[src/rtl/ttl_counter_chain.sv]
// Cascaded 4-bit synchronous counter chain ('161/'163 style) with a toggle
// stage and a one-clock pulse on every terminal-count event.
module ttl_counter_chain #(
  parameter int STAGES   = 2,
  parameter int CLR_SYNC = 1,
  parameter int AUTOLOAD = 0
) (
  input  logic                  clk,
  input  logic                  reset,
  input  logic                  clk_en,
  input  logic                  clr_n,
  input  logic                  load_n,
  input  logic                  ent,
  input  logic                  enp,
  input  logic [4*STAGES-1:0]   d,
  output logic [4*STAGES-1:0]   q,
  output logic                  rco,
  output logic                  tff_q,
  output logic                  tc_pulse
);

  localparam int W        = 4 * STAGES;
  localparam bit AUTO_EN  = (AUTOLOAD != 0);
  localparam bit SYNC_CLR = (CLR_SYNC != 0);

  logic [W-1:0]      count_q, count_d;
  logic              tff_state_q, tff_state_d;
  logic              tc_pulse_q, tc_pulse_d;
  logic [STAGES:0]   carry;
  logic [W-1:0]      inc_val;
  logic              ld;
  logic              tce;

  // Each nibble steps when every lower nibble is all-ones, like RCO->ENT wiring.
  assign carry[0] = ent;
  generate
    for (genvar gi = 0; gi < STAGES; gi++) begin : g_stage
      assign carry[gi+1]          = carry[gi] & (&count_q[4*gi +: 4]);
      assign inc_val[4*gi +: 4]   = carry[gi] ? count_q[4*gi +: 4] + 4'd1
                                              : count_q[4*gi +: 4];
    end
  endgenerate

  assign rco = carry[STAGES];
  assign ld  = ~load_n | (AUTO_EN & rco);
  assign tce = clk_en & rco & enp & clr_n;

  always_comb begin
    count_d     = count_q;
    tff_state_d = tff_state_q;
    tc_pulse_d  = 1'b0;
    if (!SYNC_CLR && !clr_n) begin
      count_d = '0;
    end else if (clk_en) begin
      if (!clr_n) begin
        count_d = '0;
      end else if (ld) begin
        count_d = d;
      end else if (enp) begin
        count_d = inc_val;
      end
      if (tce) begin
        tff_state_d = ~tff_state_q;
        tc_pulse_d  = 1'b1;
      end
    end
  end

  always_ff @(posedge clk) begin
    if (reset) begin
      count_q     <= '0;
      tff_state_q <= 1'b0;
      tc_pulse_q  <= 1'b0;
    end else begin
      count_q     <= count_d;
      tff_state_q <= tff_state_d;
      tc_pulse_q  <= tc_pulse_d;
    end
  end

  assign q        = count_q;
  assign tff_q    = tff_state_q;
  assign tc_pulse = tc_pulse_q;

endmodule

[config.mk]
export PLATFORM = sky130hd
export DESIGN_NAME = ttl_counter_chain
export DESIGN_NICKNAME = d
export VERILOG_FILES = /design/src/rtl/ttl_counter_chain.sv
export SDC_FILE = /design/constraint.sdc
export NUM_CORES = 1
export LEC_CHECK = 0
export ABC_CLOCK_PERIOD_IN_PS = 1540
export CORE_MARGIN = 1.5
export CORE_UTILIZATION = 38
export CTS_BUF_LIST = sky130_fd_sc_hd__clkbuf_8
export CTS_CLUSTER_SIZE = 14
export DETAILED_ROUTE_END_ITERATION = 8
export PLACE_DENSITY = 0.76
export SYNTH_ARGS = -nofsm -noshare
export SYNTH_HDL_FRONTEND = slang
export SYNTH_SLANG_ARGS = --single-unit
[constraint.sdc]
create_clock -name clk -period 1.54 [get_ports clk]
set_clock_uncertainty 0.1 [all_clocks]
set_input_delay 0.308 -clock clk [delete_from_list [all_inputs] [get_ports clk]]
set_output_delay 0.308 -clock clk [all_outputs]
set_load 0.01 [all_outputs]
==> results.yml <==
run_status:
  status: "complete, no violations"
worst_setup_path:
  r2r-start: "q[0]"
  arrival_ns: 1.09
  startpoint: "q[0]"
  end_kind: "output port"
  ff2ff_path_depth: 6
  r2r_slack_ns: 0.05
  crit_path_max_fanout: 3
  r2r_end: "q[7]"
  critPathKind: "flip-flop to output port"
  critPathRequiredTime_ns: 1.13
  critPathLaunchType: "flip-flop"
logic_synthesis:
  synthesis.nets: 90
  yosys.area.top_type: "dfxtp_1"
  synth_seq_cells: 10
  yosys-top-cells-area: "dfxtp_1 (33%), nand3_1 (5.8%), nand2_1 (4.9%)"
  synth_cell_types: 35
  ys_seq_area_frac: 0.329
  synthArstFlopShare: 0
  yosys_warnings: 0
  postSynthCellCount: 73
  syn_avg_cell_area_um2: 8.33
  ys.flop_type: "dfxtp_1"
  netlist_area_um2: 608
  synth_top_area_share: 0.329
  synth-edff-count: 0
detailed_routing:
  first_pass_iters: 4
  routed_wl_mm: 1.79
  vias: 725
  wire_per_inst_um: 13.3
  via_per_inst: 5.37
  drc: 0
  drt_iter0_markers: 7
  ant_nets: 0
grt:
  grt.total_usage: 0.209
  overflow: 0
  grt_pass1_vias: 701
  grt_first_pass_wirelength_mm: 2.90
  antenna_found_initial: 0
  grt_max_degree: 7
clocking:
  postCtsHoldBufs: 0
  clockRootBuffer: "clkbuf_8"
  htree_levels: 1
  path_clk_slew_ns: 0.05
  cts_buffers: 3
  cts_buffer_depth: 2
  clock-sinks: 10
  clk_latency_ns: 0.23
  cts_tree: "built"
sta:
  holdWs_ns: 0.358
  rsz0062_at_grt: "yes"
  finalHoldViolCount: 0
  relSlewSlack: 0.847
  min_period_ns: 1.50
  fmax_mhz: 665
  setup_viol: 0
  drv_slew: 0
  worst_slew_pin_slew_ns: 0.228
  min_period_over_period: 0.976
  finalSetupTns_ns: 0
place:
  placed_area_mm2: 0.00100
  gp_congestion: 0.771
  numPortBuffers: 25
  dp_cells: 130
  hpwl_mm: 1.27
final_layout:
  postLayoutCellArea_mm2: 0.00110
  num_antenna_cells: 0
  syn_to_final_growth_pct: 81.5
  multi_input_area_um2: 423
  seq_area_um2: 205
  finalNonFillerCells: 135
  fin_nets: 137
  layout-drive-gt1-share: 0.336
  fillers: 117
power:
  power.net_switching_uw: 184
  power.internal_uw: 590
  seqPwrFrac: 0.357
  p_clk_frac: 0.426
  p_per_area_mw_per_mm2: 701
  leakage_nw: 0.506
  power_switching_share: 0.238
  combPwrFrac: 0.217
  ir_drop_uv: 461
floorplan:
  core_area_mm2: 0.00151
  start_util: 0.404
  die_area_mm2: 0.00185
  die_w_um: 43
  num_rows: 14
  ioPinCount: 26
  fp.dieH_um: 43
worst_hold_path:
  min_to: "tc_pulse"
  hold_class: "input port to flip-flop"
  min_path_cells: 3
  min_from: "clr_n"
flow_run:
  drv_cap: 0
[synthesized netlist by cell type, types with 2 or more instances]
cell type and count:
nor2_1 4, inv_1 2, a21oi_1 5, xnor2_1 2, nor2b_1 3, dfxtp_1 10
nand3_1 7, mux2i_1 2, o21ai_0 3, ha_1 2, nand2_1 8, o22ai_1 2
[sequential cells by signal, summed over array words and instances, names as in the netlist]
| register | flops |
|---|---|
| q | 8 |
| tc_pulse | 1 |
| tff_q | 1 |
[through the flow]
step / utilization / setup WS [ns] / power (mW)
final: 0.733 / 0.0371 / 0.774
after CTS: 0.721 / -0.0773 / 0.783
after global placement: 0.667 / -0.406 / 0.439
after global routing: 0.733 / -0.0288 / 0.820
after floorplan: - / 0.0124 / 0.346
after detailed placement: 0.667 / -0.420 / 0.442
[cells in the final DEF (no fill, tap or decap), types with 2 or more instances in the layout]
master,count
dfxtp_1,6
dlygate4sd2_1,9
nor2_1,4
xnor2_1,2
dlymetal6s2s_1,2
nand3_1,6
clkdlybuf4s50_1,12
inv_1,2
mux2i_1,2
dfxtp_2,4
nor2b_1,3
o21ai_0,3
buf_4,19
o22ai_1,2
clkbuf_8,4
nand2_1,8
a21oi_1,5
[metal layers]
layer | track usage | wire length, um | up-vias
met4 | 0.109 | 28 | 0
li1 | - | - | 359
met3 | 0.0426 | 134 | 4
met5 | 0 | 0 | -
met1 | 0.258 | 747 | 329
met2 | 0.339 | 879 | 33
[cell type report]
class / count / share of cell area
clock buffer: 4 / 0.0499
inverter: 2 / 0.00680
multi-input combinational: 58 / 0.383
sequential: 10 / 0.186
tap: 16 / 0.0181
timing repair buffer: 45 / 0.356
[cell families after synthesis]
| kind of cell | share of synthesized area |
|---|---|
| fa+ha+maj | 0.0411 |
| mux | 0.0514 |
| flops | 0.329 |
| compound gates | 0.253 |
| buf+inv | 0.0391 |
| xor+xnor | 0.0432 |
| simple gates | 0.243 |
[power groups by stage]
stage          clock (mW)  combinational, mW  sequential (mW)
2_1_floorplan           0             0.0606            0.286
3_3_place_gp            0              0.162            0.277
3_5_place_dp            0              0.165            0.278
4_1_cts             0.344              0.164            0.274
5_1_grt             0.361              0.183            0.276
6_report            0.330              0.168            0.276
[how the worst max path moves through the flow]
stage	slack [ns]	end
2_1_floorplan	0.01	q[7]
3_3_place_gp	-0.41	rco
3_5_place_dp	-0.42	rco
4_1_cts	-0.08	rco
5_1_grt	-0.03	rco
6_report	0.04	rco
[timing repair]
action                     in CTS  in global routing
buffers inserted                0                  1
pin swaps                       2                  3
gates resized for setup        20                  8
setup endpoints to repair      11                  7
[critical path, cell delays in order (launching register included)]
cell and delay [ns]:
dfxtp_2 0.36, ha_4 0.16, nand4_2 0.12, nor2_1 0.10
buf_2 0.13
Note: power is estimated with default switching activity, not from simulation.
